`src/rtl/spi_pkg.sv`:
```
// Shared types and defaults for the SPI master and its companion slave.
// CS_GAP is expected to be at least 1.
package spi_pkg;

  localparam int DEFAULT_DATA_WIDTH = 16;
  localparam int DEFAULT_CLK_DIV    = 4;
  localparam int DEFAULT_CS_GAP     = 4;

  typedef enum logic [2:0] {
    IDLE     = 3'd0,
    SETUP    = 3'd1,
    TRANSFER = 3'd2,
    HOLD     = 3'd3,
    GAP      = 3'd4
  } state_t;

  function automatic int max_int(input int a, input int b);
    return (a > b) ? a : b;
  endfunction

endpackage

```
`src/rtl/spi_master_if.sv`:
```
// Host-side handshake plus SPI wires of one master; the slave modport is the
// view a peripheral on the serial bus takes.
interface spi_master_if #(
  parameter int DATA_WIDTH = spi_pkg::DEFAULT_DATA_WIDTH
);

  logic                  start;
  logic [DATA_WIDTH-1:0] tx_data;
  logic                  ready;
  logic                  busy;
  logic [DATA_WIDTH-1:0] rx_data;
  logic                  rx_valid;
  logic                  sclk;
  logic                  mosi;
  logic                  miso;
  logic                  cs_bar;

  modport master (
    input  start, tx_data, miso,
    output ready, busy, rx_data, rx_valid, sclk, mosi, cs_bar
  );

  modport slave (
    input  sclk, mosi, cs_bar,
    output miso
  );

endinterface

```
`src/rtl/spi_sclk_gen.sv`:
```
// SPI clock divider: while enabled, sclk toggles every CLK_DIV cycles starting
// low; rise/fall flag the clk edge on which sclk is about to change.
module spi_sclk_gen #(
  parameter int CLK_DIV = spi_pkg::DEFAULT_CLK_DIV
) (
  input  logic clk,
  input  logic reset,
  input  logic en,
  output logic sclk,
  output logic rise,
  output logic fall
);

  localparam int DIV_W = $clog2(CLK_DIV) + 1;
  localparam logic [DIV_W-1:0] DIV_LAST = DIV_W'(CLK_DIV - 1);

  logic [DIV_W-1:0] div_q, div_d;
  logic             sclk_q, sclk_d;
  logic             tick;

  assign tick = en && (div_q == DIV_LAST);
  assign rise = tick && !sclk_q;
  assign fall = tick && sclk_q;
  assign sclk = sclk_q;

  always_comb begin
    div_d  = div_q;
    sclk_d = sclk_q;
    if (!en) begin
      div_d  = '0;
      sclk_d = 1'b0;
    end else if (tick) begin
      div_d  = '0;
      sclk_d = ~sclk_q;
    end else begin
      div_d = div_q + 1'b1;
    end
  end

  always_ff @(posedge clk) begin
    // NOTE: clocked state is written with <= so every flop samples pre-edge values.
    if (reset) begin
      div_q  <= '0;
      sclk_q <= 1'b0;
    end else begin
      div_q  <= div_d;
      sclk_q <= sclk_d;
    end
  end

endmodule

```
`src/rtl/spi_master.sv`:
```
// SPI master, CPOL=0: MSB-first frames, mosi launched on sclk rise, miso
// captured on sclk fall, with setup/hold/gap framing around cs_bar.
module spi_master
  import spi_pkg::*;
#(
  parameter int DATA_WIDTH = DEFAULT_DATA_WIDTH,
  parameter int CLK_DIV    = DEFAULT_CLK_DIV,
  parameter int CS_GAP     = DEFAULT_CS_GAP
) (
  input  logic clk,
  input  logic reset,
  spi_master_if.master bus
);

  localparam int EDGE_W = $clog2(2 * DATA_WIDTH) + 1;
  localparam int WAIT_W = $clog2(max_int(CLK_DIV, CS_GAP)) + 1;
  localparam logic [EDGE_W-1:0] LAST_EDGE = EDGE_W'(2 * DATA_WIDTH - 1);
  localparam logic [WAIT_W-1:0] HOLD_LAST = WAIT_W'(CLK_DIV - 1);
  localparam logic [WAIT_W-1:0] GAP_LAST  = WAIT_W'(CS_GAP - 1);

  state_t                state_q, state_d;
  logic [DATA_WIDTH-1:0] tx_sr_q, tx_sr_d;
  logic [DATA_WIDTH-1:0] rx_sr_q, rx_sr_d;
  logic [DATA_WIDTH-1:0] rx_data_q, rx_data_d;
  logic                  rx_valid_q, rx_valid_d;
  logic                  mosi_q, mosi_d;
  logic                  cs_bar_q, cs_bar_d;
  logic                  ready_q, ready_d;
  logic [EDGE_W-1:0]     edge_cnt_q, edge_cnt_d;
  logic [WAIT_W-1:0]     wait_cnt_q, wait_cnt_d;

  logic sclk_en, sclk, sclk_rise, sclk_fall;

  assign sclk_en = (state_q == SETUP) || (state_q == TRANSFER);

  spi_sclk_gen #(.CLK_DIV(CLK_DIV)) u_sclk_gen (
    .clk   (clk),
    .reset (reset),
    .en    (sclk_en),
    .sclk  (sclk),
    .rise  (sclk_rise),
    .fall  (sclk_fall)
  );

  always_comb begin
    // NOTE: every _d starts from a default so no branch can infer a latch.
    state_d    = state_q;
    tx_sr_d    = tx_sr_q;
    rx_sr_d    = rx_sr_q;
    rx_data_d  = rx_data_q;
    rx_valid_d = 1'b0;
    mosi_d     = mosi_q;
    cs_bar_d   = cs_bar_q;
    edge_cnt_d = edge_cnt_q;
    wait_cnt_d = wait_cnt_q;

    case (state_q)
      IDLE: begin
        if (bus.start) begin
          tx_sr_d    = bus.tx_data;
          mosi_d     = bus.tx_data[DATA_WIDTH-1];
          cs_bar_d   = 1'b0;
          edge_cnt_d = '0;
          state_d    = SETUP;
        end
      end
      SETUP: begin
        // The MSB is already on mosi, so the first rise only starts the count.
        if (sclk_rise) begin
          edge_cnt_d = edge_cnt_q + 1'b1;
          state_d    = TRANSFER;
        end
      end
      TRANSFER: begin
        if (sclk_rise) begin
          edge_cnt_d = edge_cnt_q + 1'b1;
          tx_sr_d    = tx_sr_q << 1;
          mosi_d     = tx_sr_d[DATA_WIDTH-1];
        end
        if (sclk_fall) begin
          edge_cnt_d = edge_cnt_q + 1'b1;
          rx_sr_d    = {rx_sr_q[DATA_WIDTH-2:0], bus.miso};
          if (edge_cnt_q == LAST_EDGE) begin
            wait_cnt_d = '0;
            state_d    = HOLD;
          end
        end
      end
      HOLD: begin
        if (wait_cnt_q == HOLD_LAST) begin
          cs_bar_d   = 1'b1;
          mosi_d     = 1'b0;
          rx_data_d  = rx_sr_d;
          rx_valid_d = 1'b1;
          wait_cnt_d = '0;
          state_d    = GAP;
        end else begin
          wait_cnt_d = wait_cnt_q + 1'b1;
        end
      end
      GAP: begin
        if (wait_cnt_q == GAP_LAST) begin
          state_d = IDLE;
        end else begin
          wait_cnt_d = wait_cnt_q + 1'b1;
        end
      end
      default: begin
        cs_bar_d = 1'b1;
        mosi_d   = 1'b0;
        state_d  = IDLE;
      end
    endcase

    ready_d = (state_d == IDLE);
  end

  always_ff @(posedge clk) begin
    if (reset) begin
      state_q    <= IDLE;
      tx_sr_q    <= '0;
      rx_sr_q    <= '0;
      rx_data_q  <= '0;
      rx_valid_q <= 1'b0;
      mosi_q     <= 1'b0;
      cs_bar_q   <= 1'b1;
      ready_q    <= 1'b1;
      edge_cnt_q <= '0;
      wait_cnt_q <= '0;
    end else begin
      state_q    <= state_d;
      tx_sr_q    <= tx_sr_d;
      rx_sr_q    <= rx_sr_d;
      rx_data_q  <= rx_data_d;
      rx_valid_q <= rx_valid_d;
      mosi_q     <= mosi_d;
      cs_bar_q   <= cs_bar_d;
      ready_q    <= ready_d;
      edge_cnt_q <= edge_cnt_d;
      wait_cnt_q <= wait_cnt_d;
    end
  end

  assign bus.ready    = ready_q;
  assign bus.busy     = ~ready_q;
  assign bus.rx_data  = rx_data_q;
  assign bus.rx_valid = rx_valid_q;
  assign bus.sclk     = sclk;
  assign bus.mosi     = mosi_q;
  assign bus.cs_bar   = cs_bar_q;

endmodule

```
`src/flat_wrapper.sv`:
```
// flat-port wrapper written by rule: the top's interface ports become plain ports
module spi_master_flat import spi_pkg::*;
#(
  parameter int DATA_WIDTH = DEFAULT_DATA_WIDTH,
  parameter int CLK_DIV    = DEFAULT_CLK_DIV,
  parameter int CS_GAP     = DEFAULT_CS_GAP
)
  (clk, reset, bus_start, bus_tx_data, bus_miso, bus_ready, bus_busy, bus_rx_data, bus_rx_valid, bus_sclk, bus_mosi, bus_cs_bar);
  spi_master_if #(.DATA_WIDTH(DATA_WIDTH)) bus_i ();
  input  logic clk;
  input  logic reset;
  input wire logic [$bits(bus_i.start)-1:0] bus_start;
  input wire logic [$bits(bus_i.tx_data)-1:0] bus_tx_data;
  input wire logic [$bits(bus_i.miso)-1:0] bus_miso;
  output wire logic [$bits(bus_i.ready)-1:0] bus_ready;
  output wire logic [$bits(bus_i.busy)-1:0] bus_busy;
  output wire logic [$bits(bus_i.rx_data)-1:0] bus_rx_data;
  output wire logic [$bits(bus_i.rx_valid)-1:0] bus_rx_valid;
  output wire logic [$bits(bus_i.sclk)-1:0] bus_sclk;
  output wire logic [$bits(bus_i.mosi)-1:0] bus_mosi;
  output wire logic [$bits(bus_i.cs_bar)-1:0] bus_cs_bar;
  assign bus_i.start = bus_start;
  assign bus_i.tx_data = bus_tx_data;
  assign bus_i.miso = bus_miso;
  assign bus_ready = bus_i.ready;
  assign bus_busy = bus_i.busy;
  assign bus_rx_data = bus_i.rx_data;
  assign bus_rx_valid = bus_i.rx_valid;
  assign bus_sclk = bus_i.sclk;
  assign bus_mosi = bus_i.mosi;
  assign bus_cs_bar = bus_i.cs_bar;
  spi_master #(.DATA_WIDTH(DATA_WIDTH), .CLK_DIV(CLK_DIV), .CS_GAP(CS_GAP)) u_core (.clk(clk), .reset(reset), .bus(bus_i));
endmodule
```
`config.mk`:
```
export PLATFORM = sky130hd
export DESIGN_NAME = spi_master_flat
export DESIGN_NICKNAME = d
export VERILOG_FILES = /design/src/rtl/spi_pkg.sv /design/src/rtl/spi_master_if.sv /design/src/rtl/spi_sclk_gen.sv /design/src/rtl/spi_master.sv /design/src/flat_wrapper.sv
export SDC_FILE = /design/constraint.sdc
export NUM_CORES = 1
export LEC_CHECK = 0
export CAP_MARGIN = 0
export CORE_AREA = 2 2 91 93
export CTS_CLUSTER_SIZE = 25
export DETAILED_ROUTE_END_ITERATION = 7
export DIE_AREA = 0 0 93 95
export GPL_ROUTABILITY_DRIVEN = 0
export PLACE_DENSITY_LB_ADDON = 0.08
export RECOVER_POWER = 100
export SLEW_MARGIN = 10
export SYNTH_ARGS = -nofsm -noshare
export SYNTH_HDL_FRONTEND = slang
export SYNTH_SLANG_ARGS = --single-unit
```
`constraint.sdc`:
```
create_clock -name clk -period 4.6 [get_ports clk]
set_input_delay 0.92 -clock clk [delete_from_list [all_inputs] [get_ports clk]]
set_output_delay 0.92 -clock clk [all_outputs]
set_load 0.01 [all_outputs]
```
# --- Word level (Yosys, flattened, before mapping) ---
# Index checks and enable logic that the tools add are counted.
totals:
  regBits: 67
  in_bits: 20
  out_inout_bits: 22
  elab_cells: 83
classes:
  n_addsub: 3
  eq_ne: 13
  n_mux: 27
  n_bitwise: 6
  n_reduce_logical: 22
op_table:
  columns: ["operator", "count"]
  rows:
  - ["$mux W15", 2]
  - ["$mux W3", 10]
  - ["$pmux W15 S2", 1]
  - ["$mux W6", 3]
  - ["$pmux W6 S3", 1]
  - ["$pmux W3 S5", 1]
  - ["$eq A3 B2 Y1 const B", 4]
  - ["$pmux W3 S3", 1]
  - ["$reduce_and A4 Y1", 2]
  - ["$add A3 B1 Y3 const B", 2]
  - ["$add A6 B1 Y6 const B", 1]
  - ["$eq A6 B5 Y1 const B", 1]
  - ["$logic_not A3 Y1", 2]
  - ["$mux W1", 6]
  - ["$ne A2 B1 Y1 const B", 3]
  - ["$ne A2 B2 Y1 const B", 3]
  - ["$not A1 Y1", 6]
  - ["$reduce_and A2 Y1", 3]
  - ["$reduce_and A3 Y1", 2]
  - ["$reduce_bool A3 Y1", 2]
  - ["$reduce_or A2 Y1", 3]
  - ["$reduce_or A3 Y1", 2]
  - ["$pmux W1 S4", 1]
  - ["$eq A3 B1 Y1 const B", 1]
  - ["other kinds (6)", 8]

# --- Longest topological paths before layout ---
depth:
  ltp_word: 7
  ltp_mapped: 8
  depth_no_buf: 6

# --- By module ---
# From an unflattened synthesis, not the netlist that was laid out.
unflattened:
  hier_cells: 347
  hier_area_um2: 2936.6
by_module_without_submodules:
  columns: ["module", "instances", "cells_per_inst", "area_per_inst_um2"]
  rows:
  - ["spi_master", 1, 331, 2776.4]
  - ["spi_sclk_gen", 1, 16, 160.2]

# --- Worst setup path after synthesis ---
# OpenSTA, ideal clock, no wires.
synth_timing:
  kind: "reg-to-reg"
  from: "reg u_core.wait_cnt_q[0]"
  to: "reg u_core.wait_cnt_q[1]"
  setup_time_ns: 0.116
  arrival_ns: 1.865
  t_required_ns: 4.484
  setup_slack_ns: 2.619
  path_stages_with_launch: 8
  period_less_slack_ns: 1.981
  cell_sequence: "dfxtp_1 > ha_1 > ha_1 > clkbuf_1 > or4b_4 > and2_4 > and4_1 > a41o_1"
synth_between:
  elab_chain_cells: 3
synth_rtl:
  columns: ["item", "line", "source"]
  rows:
  - ["from (decl)", "spi_master.sv:30", "logic [WAIT_W-1:0] wait_cnt_q, wait_cnt_d;"]
  - ["from (signal assigned)", "spi_master.sv:140", "wait_cnt_q <= wait_cnt_d;"]
  - ["$add A3 B1 Y3 or $eq A3 B2 Y1 (tied branches)", null, null]
  - ["$mux W3 (tied with other cells)", "spi_master.sv:102", "if (wait_cnt_q == GAP_LAST) begin"]
  - ["$pmux W3 S3 or $reduce_and A4 Y1 (tied branches)", null, null]
# Several ways; a longest one is shown, not always the timed one. The select of a mux whose other input is x is not followed.
# A chain may end at the register's enable or synchronous reset.

# --- Worst setup path in the final report ---
layout_timing:
  from: "reg u_core.u_sclk_gen.div_q[0]"
  to: "reg u_core.ready_q, in the netlist u_core.bus.ready"
layout_between:
  elab_chain_cells: 6
layout_rtl:
  columns: ["item", "line", "source"]
  rows:
  - ["from (decl)", "spi_sclk_gen.sv:17", "logic [DIV_W-1:0] div_q, div_d;"]
  - ["from (signal assigned)", "spi_sclk_gen.sv:46", "div_q <= div_d;"]
  - ["$eq A3 B2 Y1 (*)", "spi_sclk_gen.sv:21", "assign tick = en && (div_q == DIV_LAST);"]
  - ["$logic_and A1 B1 Y1 (*)", "spi_sclk_gen.sv:21", null]
  - ["$logic_and A1 B1 Y1, on equally long branches", "spi_sclk_gen.sv:23, spi_sclk_gen.sv:22", null]
  - ["$mux W3, on equally long branches", "spi_master.sv:80, spi_master.sv:69", null]
  - ["$pmux W3 S5 (*)", "spi_master.sv:57", "case (state_q)"]
  - ["$logic_not A3 Y1 (*)", "spi_master.sv:115", "ready_d = (state_d == IDLE);"]
  - ["to (signal assigned)", "spi_master.sv:138", "ready_q <= ready_d;"]
  - ["to (decl)", "spi_master.sv:28", "logic ready_q, ready_d;"]
# Mark *: on every way between the ends. The rest lies on a longest branch, timed or not.

==> results.cfg <==
[logic_synthesis]
synth_commonest_cells = nand2_1 (77), dfxtp_1 (67), a21oi_1 (39)
yosys.area.top_type = dfxtp_1
synth_warnings = 0
syn_avg_cell_area_um2 = 8.54
synth_flop_cell = dfxtp_1
synth_cells = 339
async_reset_ff_frac = 0
synth_most_common_cell = nand2_1
ys_seq_elements = 67
netlist_area_mm2 = 0.00290
synth_top_area_frac = 0.463
seq_area_frac_synth = 0.463
synth_cell_type_count = 51
synthTopCellsByArea = dfxtp_1 (46%), nand2_1 (10%), a21oi_1 (6.7%), mux2i_1 (5.9%), a211oi_1 (4.1%)
syn_nets = 365
synth_edf_count = 0

[global_route]
grt_overflow = 0
grt_pass1_vias = 2252
grt_usage = 0.150
grt_pass1_wl_um = 10400
antenna_found_initial = 0
grt_max_degree = 38

[route]
drtAntennaViolNets = 0
routedWlPerCell_um = 12.4
firstDrtPassIters = 4
drcViolationCount = 0
routed_wl_um = 5940
vias = 2330
route.met2.wl_um = 2630
wl_met1_um = 3000
wl_met3_um = 186
highest-signal-layer = met4
initialDrtViolationCount = 98
vias_per_cell = 4.86

[timing]
finalHoldWorstSlack_ns = 0.420
rsz0062_at_grt = no
post-route-min-period_ns = 3.19
finalHoldViolations = 0
setup_ws_ns = 1.41
finalCritPeriodShare = 0.694
setup_viol = 0
slew_violations = 56
final.setup.tns_ns = 0
skew_ns = 0.00695
fmax_ghz = 0.313
max-slew-margin-rel = -0.295
worst_pin_slew_ns = 1.93

[layout]
nNetsFinal = 395
fin_cells = 479
fill_cells = 836
drive_gt1_frac = 0.0695
area_growth_pct = 21.7
post-route-util = 0.445
n_antenna_cell = 0

[clocking]
cts_hold_buf = 0
clk_pin_slew_ns = 0.07
ctsHtreeMaxLevel = 3
cts_tree = done
postCtsSetupBuffers = 0
cts_buffer_depth = 2
cts-root-buf = clkbuf_8
cts_buffers = 9
clock_sinks = 67
clk_latency_ns = 0.34
cts-resized-gates = 0

[worst_setup_path]
arrival_ns = 3.42
reg2reg_slack_ns = 1.41
worst_setup_path_end_kind = register
critical_path.startpoint_type = register
path_max_fanout = 17
criticalPathCategory = reg -> reg
cp.required_ns = 4.82

[floorplanning]
die-area_mm2 = 0.00884
coreArea_mm2 = 0.00793
die_y_um = 95
boundaryPins = 42
num_rows = 33
die_w_um = 93
initial_core_util = 0.365

[power_and_ir_drop]
p_comb_frac = 0.055
ir_worst_vdd_mv = 0.170
power.leakage_nw = 1.26
seq_power_share = 0.499
intPower_w = 0.000933
switching_share = 0.229
clockPowerShare = 0.446
powerDensity_mw_per_mm2 = 343
p_sw_w = 0.000277

[placement]
dp_cells = 463
portBuffers = 41
pre_cts_ws_ns = 1.68
dp_hpwl_um = 3800

[outcome]
violations = max-capacitance violations, max-slew violations
status = finished, violations left

[hold_path]
hold_class = reg -> reg

[run]
drv_cap = 2
layout by cell type, fill, tap and decap left out, types with 3 or more instances in the layout:
cell type / instances
nand2_1: 77
dfxtp_1: 67
a21oi_1: 39
nor2_1: 29
dlygate4sd3_1: 23
mux2i_1: 17
clkdlybuf4s50_1: 17
a211oi_1: 16
inv_1: 11
clkbuf_8: 9
ha_1: 6
or4_1: 3
nand3_1: 3
o21ai_0: 3
a31oi_1: 3
logic make-up after synthesis:
logic type	after synthesis	synth area share
simple gates	132	0.206
fa+ha+maj	6	0.0259
mux	18	0.0626
xor+xnor	2	0.00605
buf+inv	35	0.0600
flops	67	0.463
compound gates	79	0.176
sequential cells by signal (all words and copies together), names as in the netlist:
| name | flops |
|---|---|
| u_core.state_q | 3 |
| u_core.tx_sr_q | 15 |
| u_core.bus.mosi | 1 |
| u_core.rx_sr_q | 16 |
| u_core.bus.cs_bar | 1 |
| u_core.u_sclk_gen.sclk | 1 |
| u_core.wait_cnt_q | 3 |
| u_core.bus.ready | 1 |
| u_core.edge_cnt_q | 6 |
| u_core.u_sclk_gen.div_q | 3 |
| u_core.bus.rx_data | 16 |
| u_core.bus.rx_valid | 1 |
power groups by stage:
| stage | sequential, W | clock (W) | combinational (W) |
|---|---|---|---|
| floorplan | 0.000613 | 0 | 0.0000465 |
| global placement | 0.000617 | 0 | 0.0000679 |
| detailed placement | 0.000617 | 0 | 0.0000692 |
| CTS | 0.000604 | 0.000560 | 0.0000694 |
| global route | 0.000606 | 0.000579 | 0.0000756 |
| finish | 0.000604 | 0.000540 | 0.0000665 |
layout make-up:
class | instances | area [um^2] | share of cell area
clock inverter | 6 | 88.8 | 0.0252
sequential | 67 | 1340 | 0.381
clock buffer | 10 | 128 | 0.0362
timing repair buffer | 43 | 417 | 0.118
tap | 105 | 131 | 0.0373
multi-input combinational | 237 | 1380 | 0.391
inverter | 11 | 41.3 | 0.0117
through the flow:
step | cell area, um^2 | total power [W]
floorplan | 2900 | 0.000660
global placement | 3320 | 0.000685
detailed placement | 3320 | 0.000687
CTS | 3540 | 0.00123
global route | 3520 | 0.00126
finish | 3520 | 0.00121
worst max-delay path, cell delays in order (launching register included):
cell	delay, ns
dfxtp_1	0.33
ha_1	0.15
ha_1	0.35
nand2_1	0.11
nor3_1	1.45
a211oi_1	0.28
o311a_1	0.40
per-layer routing:
layer | vias up | track usage
li1 | 1233 | -
met4 | 0 | 0.0846
met2 | 33 | 0.230
met5 | - | 0
met1 | 1057 | 0.198
met3 | 7 | 0.0303
final timing paths:
path | startpoint | endpoint | cells after the start
max | u_core.u_sclk_gen.div_q[0] | u_core.bus.ready | 6
max reg2reg | u_core.u_sclk_gen.div_q[0] | u_core.bus.ready | 6
min reg2reg | u_core.u_sclk_gen.div_q[0] | u_core.u_sclk_gen.div_q[0] | 1
min | u_core.u_sclk_gen.div_q[0] | u_core.u_sclk_gen.div_q[0] | 1
(Power assumes the default switching activity.)
